==> config.mk <==
export PLATFORM = sky130hd
export DESIGN_NAME = pipe_stage_reg
export DESIGN_NICKNAME = d
export VERILOG_FILES = /design/src/rtl/pipe_pkg.sv /design/src/rtl/pipe_skid_entry.sv /design/src/rtl/pipe_stage_reg.sv
export SDC_FILE = /design/constraint.sdc
export NUM_CORES = 1
export LEC_CHECK = 0
export BUFFER_PORTS_ARGS = -buffer_cell sky130_fd_sc_hd__buf_2
export CORE_MARGIN = 5
export CORE_UTILIZATION = 46
export CTS_BUF_LIST = sky130_fd_sc_hd__clkbuf_8 sky130_fd_sc_hd__clkbuf_16
export CTS_CLUSTER_SIZE = 12
export DETAILED_ROUTE_END_ITERATION = 10
export PLACE_DENSITY = 0.91
export SLEW_MARGIN = 20
export SYNTH_ARGS = -nofsm -noshare
export SYNTH_HDL_FRONTEND = slang
export SYNTH_SLANG_ARGS = --single-unit
==> constraint.sdc <==
create_clock -name clk -period 2.33 [get_ports clk]
set_input_delay 0.233 -clock clk [delete_from_list [all_inputs] [get_ports clk]]
set_output_delay 0.233 -clock clk [all_outputs]
set_load 0.1 [all_outputs]
==> src/rtl/pipe_pkg.sv <==
// Shared types and default widths for the inter-stage pipeline register.
// No logic; no latency; no backpressure.
package pipe_pkg;

    typedef enum logic [1:0] {
        EMPTY = 2'd0,
        BUSY  = 2'd1,
        FULL  = 2'd2
    } pipe_state_t;

    localparam int PIPE_CTRL_W = 7;
    localparam int PIPE_DATA_W = 16;

    // Saturating +1 for a counter of up to 32 bits.
    function automatic logic [31:0] sat_inc(input logic [31:0] val, input logic [31:0] max_val);
        sat_inc = (val >= max_val) ? max_val : val + 32'd1;
    endfunction

endpackage

==> src/rtl/pipe_skid_entry.sv <==
// One valid+ctrl+data holding register; clear zeroes valid and ctrl, data holds.
// Latency: load visible one cycle later. No backpressure of its own.
module pipe_skid_entry
    import pipe_pkg::*;
#(
    parameter int CTRL_WIDTH    = PIPE_CTRL_W,
    parameter int PAYLOAD_WIDTH = 4 * PIPE_DATA_W
) (
    input  logic                     clk,
    input  logic                     reset,
    input  logic                     i_load,
    input  logic                     i_clear,
    input  logic [CTRL_WIDTH-1:0]    i_ctrl,
    input  logic [PAYLOAD_WIDTH-1:0] i_data,
    output logic                     o_valid,
    output logic [CTRL_WIDTH-1:0]    o_ctrl,
    output logic [PAYLOAD_WIDTH-1:0] o_data
);

    logic                     r_valid;
    logic [CTRL_WIDTH-1:0]    r_ctrl;
    logic [PAYLOAD_WIDTH-1:0] r_data;

    always_ff @(posedge clk) begin
        if (reset) begin
            r_valid <= 1'b0;
            r_ctrl  <= '0;
            r_data  <= '0;
        end else if (i_clear) begin
            // Bubble: ctrl forced to zero, data left alone.
            r_valid <= 1'b0;
            r_ctrl  <= '0;
        end else if (i_load) begin
            r_valid <= 1'b1;
            r_ctrl  <= i_ctrl;
            r_data  <= i_data;
        end
    end

    assign o_valid = r_valid;
    assign o_ctrl  = r_ctrl;
    assign o_data  = r_data;

endmodule

==> src/rtl/pipe_stage_reg.sv <==
// Inter-stage pipeline register with valid/ready, flush and stall counter; skid entry under PIPE_STAGE_SKID_EN.
// Latency: one cycle. Backpressure: registered in_ready (skid build) or in_ready = out_ready || empty.
module pipe_stage_reg
    import pipe_pkg::*;
#(
    parameter int CTRL_WIDTH = PIPE_CTRL_W,
    parameter int DATA_WIDTH = PIPE_DATA_W,
    parameter int NUM_FIELDS = 4,
    parameter int CNT_WIDTH  = 16
) (
    input  logic                             clk,
    input  logic                             reset,
    input  logic                             flush,
    input  logic                             in_valid,
    output logic                             in_ready,
    input  logic [CTRL_WIDTH-1:0]            in_ctrl,
    input  logic [NUM_FIELDS*DATA_WIDTH-1:0] in_data,
    output logic                             out_valid,
    input  logic                             out_ready,
    output logic [CTRL_WIDTH-1:0]            out_ctrl,
    output logic [NUM_FIELDS*DATA_WIDTH-1:0] out_data,
    output logic [CNT_WIDTH-1:0]             stall_count
);

    localparam int PAYLOAD_W = NUM_FIELDS * DATA_WIDTH;

    pipe_state_t            r_state;
    logic [CNT_WIDTH-1:0]   r_stall_cnt;
    logic                   w_in_hs;
    logic                   w_out_hs;
    logic                   w_main_vld;
    logic                   w_main_load;
    logic                   w_main_clear;
    logic [CTRL_WIDTH-1:0]  w_main_ctrl;
    logic [PAYLOAD_W-1:0]   w_main_data;

    assign w_in_hs  = in_valid && in_ready;
    assign w_out_hs = w_main_vld && out_ready;

`ifdef PIPE_STAGE_SKID_EN
    logic                   r_in_rdy;
    logic                   w_skid_vld;
    logic                   w_skid_load;
    logic                   w_skid_clear;
    logic [CTRL_WIDTH-1:0]  w_skid_ctrl;
    logic [PAYLOAD_W-1:0]   w_skid_data;

    assign in_ready = r_in_rdy;

    always_comb begin
        w_main_load  = 1'b0;
        w_main_clear = 1'b0;
        w_skid_load  = 1'b0;
        w_skid_clear = 1'b0;
        w_main_ctrl  = in_ctrl;
        w_main_data  = in_data;
        if (flush) begin
            w_main_clear = 1'b1;
            w_skid_clear = 1'b1;
        end else begin
            case (r_state)
                EMPTY: w_main_load = w_in_hs;
                BUSY: begin
                    if (w_out_hs) begin
                        w_main_load  = w_in_hs;
                        w_main_clear = !w_in_hs;
                    end else begin
                        w_skid_load  = w_in_hs;
                    end
                end
                FULL: begin
                    // in_ready is low here, so only the skid can refill main.
                    if (w_out_hs && w_skid_vld) begin
                        w_main_load  = 1'b1;
                        w_main_ctrl  = w_skid_ctrl;
                        w_main_data  = w_skid_data;
                        w_skid_clear = 1'b1;
                    end
                end
                default: begin
                    w_main_clear = 1'b1;
                    w_skid_clear = 1'b1;
                end
            endcase
        end
    end

    always_ff @(posedge clk) begin
        if (reset || flush) begin
            r_state  <= EMPTY;
            r_in_rdy <= 1'b1;
        end else begin
            case (r_state)
                EMPTY: begin
                    if (w_in_hs) r_state <= BUSY;
                end
                BUSY: begin
                    if (w_out_hs && !w_in_hs) begin
                        r_state <= EMPTY;
                    end else if (!w_out_hs && w_in_hs) begin
                        r_state  <= FULL;
                        r_in_rdy <= 1'b0;
                    end
                end
                FULL: begin
                    if (w_out_hs) begin
                        r_state  <= BUSY;
                        r_in_rdy <= 1'b1;
                    end
                end
                default: begin
                    r_state  <= EMPTY;
                    r_in_rdy <= 1'b1;
                end
            endcase
        end
    end

    pipe_skid_entry #(
        .CTRL_WIDTH    (CTRL_WIDTH),
        .PAYLOAD_WIDTH (PAYLOAD_W)
    ) u_skid (
        .clk     (clk),
        .reset   (reset),
        .i_load  (w_skid_load),
        .i_clear (w_skid_clear),
        .i_ctrl  (in_ctrl),
        .i_data  (in_data),
        .o_valid (w_skid_vld),
        .o_ctrl  (w_skid_ctrl),
        .o_data  (w_skid_data)
    );
`else
    // Combinational ready: a full stage can still accept if it drains this cycle.
    assign in_ready    = out_ready || (r_state == EMPTY);
    assign w_main_ctrl = in_ctrl;
    assign w_main_data = in_data;

    always_comb begin
        w_main_load  = 1'b0;
        w_main_clear = 1'b0;
        if (flush) begin
            w_main_clear = 1'b1;
        end else if (w_in_hs) begin
            w_main_load  = 1'b1;
        end else if (w_out_hs) begin
            w_main_clear = 1'b1;
        end
    end

    always_ff @(posedge clk) begin
        if (reset || flush) begin
            r_state <= EMPTY;
        end else if (w_in_hs) begin
            r_state <= BUSY;
        end else if (w_out_hs) begin
            r_state <= EMPTY;
        end
    end
`endif

    pipe_skid_entry #(
        .CTRL_WIDTH    (CTRL_WIDTH),
        .PAYLOAD_WIDTH (PAYLOAD_W)
    ) u_main (
        .clk     (clk),
        .reset   (reset),
        .i_load  (w_main_load),
        .i_clear (w_main_clear),
        .i_ctrl  (w_main_ctrl),
        .i_data  (w_main_data),
        .o_valid (w_main_vld),
        .o_ctrl  (out_ctrl),
        .o_data  (out_data)
    );

    // Counts every stalled cycle, including one where a flush lands; only reset clears it.
    always_ff @(posedge clk) begin
        if (reset) begin
            r_stall_cnt <= '0;
        end else if (w_main_vld && !out_ready && !(&r_stall_cnt)) begin
            r_stall_cnt <= r_stall_cnt + {{(CNT_WIDTH-1){1'b0}}, 1'b1};
        end
    end

    assign out_valid   = w_main_vld;
    assign stall_count = r_stall_cnt;

endmodule
After elaboration in Yosys (flattened, before gate mapping):

Cells that the tools add are included.

* add/subtract/negate cells: 1
* mux-type cells: 7
* bitwise gates (word level): 1
* reduce and logical (&&, ||, !) cells: 13

Operators with widths (number)
* adder 16 x 1 -> 16 bit, second input constant: 1
* AND reduction 16 bit: 1
* two-way mux 1 bit: 7
* logical AND 1 bit: 4
* logical NOT 1 bit: 2
* logical NOT 2 bit: 1
* logical OR 1 bit: 2
* AND reduction 2 bit: 1
* nonzero test 2 bit: 1
* OR reduction 2 bit: 1
* inverter 1 bit: 1

* flip-flop bits (word level): 89
* input port bits: 76
* output and inout port bits: 89
* word-level logic and storage cells: 27

Longest topological paths before layout:

* word-level depth: 7
* mapped depth: 6
* depth with buffers taken out: 5

Cells and area by module:

From an unflattened synthesis, not the netlist that was laid out.

* cells, all modules: 427
* area, all modules: 4256.6 um^2

Modules (own cells, without submodules)
* pipe_skid_entry: instances 1, cells an instance 319, area an instance 3326.9 um^2, sequential area each 1441.4 um^2
* pipe_stage_reg: instances 1, cells an instance 108, area an instance 929.6 um^2, sequential area each 340.3 um^2

Worst setup path before layout:

No wires, ideal clock.

* path type: reg-to-reg
* from: register r_stall_cnt[0], in the netlist stall_count[0]
* to: register r_stall_cnt[14], in the netlist stall_count[14]
* library setup time: 123 ps
* arrival time: 2366 ps
* data required time: 2207 ps
* path slack: -160 ps
* cell stages (with the launch flop): 6
* path buffers: 0
* clock period less this slack: 2490 ps
* cells stage by stage: dfxtp_1 -> ha_1 -> and4b_2 -> nand3_4 -> nor4b_1 -> mux2_1

* word-level cells in the longest chain between the ends: 3
* elaborated cells between the ends (all ways): 4
* those cells by class: add/sub: 1; reduce/logical: 3

Ends and longest elaborated chain
* start, declared: line pipe_stage_reg.sv:28 `logic [CNT_WIDTH-1:0] r_stall_cnt;`
* start signal, assigned: line pipe_stage_reg.sv:182 `r_stall_cnt <= r_stall_cnt + {{(CNT_WIDTH-1){1'b0}}, 1'b1};`
* branches (longest 3 deep; another with adder 16 x 1 -> 16 bit)

Parallel ways; which one is timed is not known.
A chain may end at the register's enable or synchronous reset.

Worst setup path after layout:

Same ends and word-level chain as after synthesis.

==> flow_summary.toml <==
[final_layout]
final_common_cell = "buf_2"
diodes = 0
drive_gt1_share_pct = 34.5
area_growth_pct = 33.3
layout_common_cells = "164 x buf_2, 147 x nand2_1, 86 x dfxtp_1, 80 x a21oi_1"
nNetsFinal = 648
fin_util_pct = 62.5

[flow_run]
maxCapViolCount = 0

[synthesis]
ys_types = 41
syn-cell-area_mm2 = 0.00337
synth_seq_area_share_pct = 52.9
synth.net_count = 491
yosysWarnings = 0
ys_ff_latch = 89
avgSynthCellArea_um2 = 8.13
syn_inst = 414

[clock_tree]
postCtsHoldBufs = 0
path_clk_slew_ns = 0.09
cts_buffer_depth = 2
htreeDepth = 3
cts.sinks = 89
clkLatencyLatePin_ns = 0.34
post_cts_resize_count = 0
cts_made_buffers = 9
cts_tree = "done"
cts_root_buf = "clkbuf_8"
post_cts.repair.setup_buffers = 0

[sta]
fin_hold_ws_ns = 0.116
slew_violations = 0
max_slew_margin_pct = 48.0
finalSetupViolCount = 0
rsz0062_at_grt = "no"
finClkSkew_ns = 0.00546
finalCritPeriodShare_pct = 78.3
fmax_mhz = 548
max_slew.worst_pin.slew_ns = 0.775
hold_violations = 0
period_needed_ns = 1.83

[pwr]
p_leak_nw = 2.06
cellPowerDensity_mw_per_mm2 = 768
ir_drop_mv = 0.411

[worst_setup_path]
critPathMaxFanout = 7
path_class = "register to register"
end_kind = "register"
r2r-end = "stall_count[14]"
rr_worst_depth = 5
r2r_slack_ns = 0.50
crit_start = "stall_count[0]"
arrival_ns = 2.05
required_ns = 2.56
crit_path_start_kind = "register"
rr_startpoint = "stall_count[0]"
crit_end = "stall_count[14]"

[place]
gp_congestion = 0.844
portBuffers = 164
dp_hpwl_um = 6530

[detailed_routing]
viasPerCell = 4.94
wirelength_um = 8900
drtPass1Iterations = 4
drtAntennaViolNets = 0
drtIter0Drc = 119
vias = 3332
drcViolationCount = 0
drt-wirelength-per-cell_um = 13.2

[grt]
first_global_vias = 3150
grt_overflow_total = 0
track_usage_pct = 18.7
grt_pass1_wl_um = 13700
grt_max_degree = 46
antenna_found_initial = 0

[die]
die_y_um = 95.5
boundaryPins = 165
rows = 31
core_mm2 = 0.00718
dieArea_mm2 = 0.00913
die_x_um = 95.5
start_util_pct = 46.9

[hold_path]
hold_path_class = "input pin to register"

[run_status]
status = "completed"
cells in the mapped netlist:
| cell | n | area (um2) |
|---|---|---|
| nand2_1 | 147 | 552 |
| dfxtp_1 | 89 | 1780 |
| a21oi_1 | 80 | 400 |
| clkbuf_1 | 15 | 56.3 |
| nor2_1 | 10 | 37.5 |
| buf_2 | 8 | 40.0 |
| nand4_1 | 6 | 37.5 |
| or4_1 | 5 | 37.5 |
| nor2b_1 | 4 | 25.0 |
| o31ai_1 | 4 | 30.0 |
| nand2b_1 | 3 | 18.8 |
| nor3_1 | 3 | 15.0 |
| o21ai_1 | 3 | 15.0 |
| or3_1 | 3 | 18.8 |
| a31oi_1 | 2 | 12.5 |
| and3_1 | 2 | 12.5 |
| and3b_1 | 2 | 17.5 |
| inv_1 | 2 | 7.51 |
| mux2_1 | 2 | 22.5 |
| nor4_1 | 2 | 12.5 |
| o31a_1 | 2 | 17.5 |
| a211oi_1 | 1 | 7.51 |
| and4_1 | 1 | 8.76 |
| and4b_2 | 1 | 11.3 |
| buf_1 | 1 | 3.75 |
| buf_4 | 1 | 7.51 |
| ha_1 | 1 | 12.5 |
| mux2_2 | 1 | 11.3 |
| mux2i_1 | 1 | 10.0 |
| nand2_2 | 1 | 6.26 |
| nand3_2 | 1 | 10.0 |
| nand3_4 | 1 | 17.5 |
| nand3b_1 | 1 | 7.51 |
| nand4_2 | 1 | 12.5 |
| nor3_2 | 1 | 10.0 |
| nor3b_1 | 1 | 7.51 |
| nor4_4 | 1 | 21.3 |
| nor4b_1 | 1 | 8.76 |
| o21ai_0 | 1 | 5.00 |
| o21ba_1 | 1 | 10.0 |
| o41ai_1 | 1 | 8.76 |
sequential cells by signal, indices dropped and copies added, names as in the netlist:
| register | count |
|---|---|
| u_main.o_ctrl | 7 |
| u_main.o_data | 64 |
| u_main.o_valid | 1 |
| stall_count | 16 |
| r_state | 1 |
area by class of cell:
class / instances / area (um2)
Timing Repair Buffer: 171 / 873
Clock inverter: 6 / 90.1
Fill cell: 627 / 2690
Tap cell: 99 / 124
Clock buffer: 10 / 138
Sequential cell: 89 / 1790
Inverter: 2 / 7.51
Multi-Input combinational cell: 298 / 1470
worst min path at each step:
stage	startpoint	endpoint	cells past startpoint
final	in_data[53]	u_main.o_data[53]	3
after global routing	in_data[12]	u_main.o_data[12]	3
after CTS	in_data[17]	u_main.o_data[17]	3
after detailed placement	u_main.o_data[14]	u_main.o_data[14]	2
after global placement	u_main.o_data[27]	u_main.o_data[27]	2
after floorplan	in_valid	r_state[0]	2
kinds of logic after synthesis:
family | count (synthesis) | share of synthesized area (%)
multiplexers | 4 | 1.30
buffers and inverters | 27 | 3.42
AND/OR/NAND/NOR | 198 | 26.9
AO/OA/AOI/OAI | 95 | 15.1
adder cells (fa/ha/maj) | 1 | 0.372
flip-flops | 89 | 52.9
per-stage QoR:
stage	area (um2)	power [mW]	TNS, ns	instances	setup WS, ns
CTS	4490	3.48	0	675	0.526
finish	4490	3.45	0	675	0.505
global route	4490	3.58	0	675	0.378
detailed placement	4260	2.31	0	659	0.547
global placement	4260	2.30	0	659	0.618
floorplan	3370	2.16	-0.00185	414	-0.00185
critical path: stages, from the launching register on:
cell	delay, ns
dfxtp_2	0.37
ha_1	0.19
and4b_2	0.29
nand3_4	0.13
nor4b_1	0.37
mux2_1	0.36
where the power goes:
part,internal (mW),switching [mW]
Clock,0.637,0.534
Sequential,1.58,0.0268
Combinational,0.126,0.545
routing by layer:
layer / global-route usage [%] / vias to the layer above / wire length (um) / part of all wire [%]
met5: 0 / - / 0 / 0
met4: 7.70 / 0 / 137 / 1.5
met3: 5.60 / 12 / 707 / 7.9
met2: 33.0 / 107 / 4380 / 49
met1: 20.9 / 1512 / 3670 / 41
li1: - / 1701 / - / -
(Power assumes the default switching activity.)
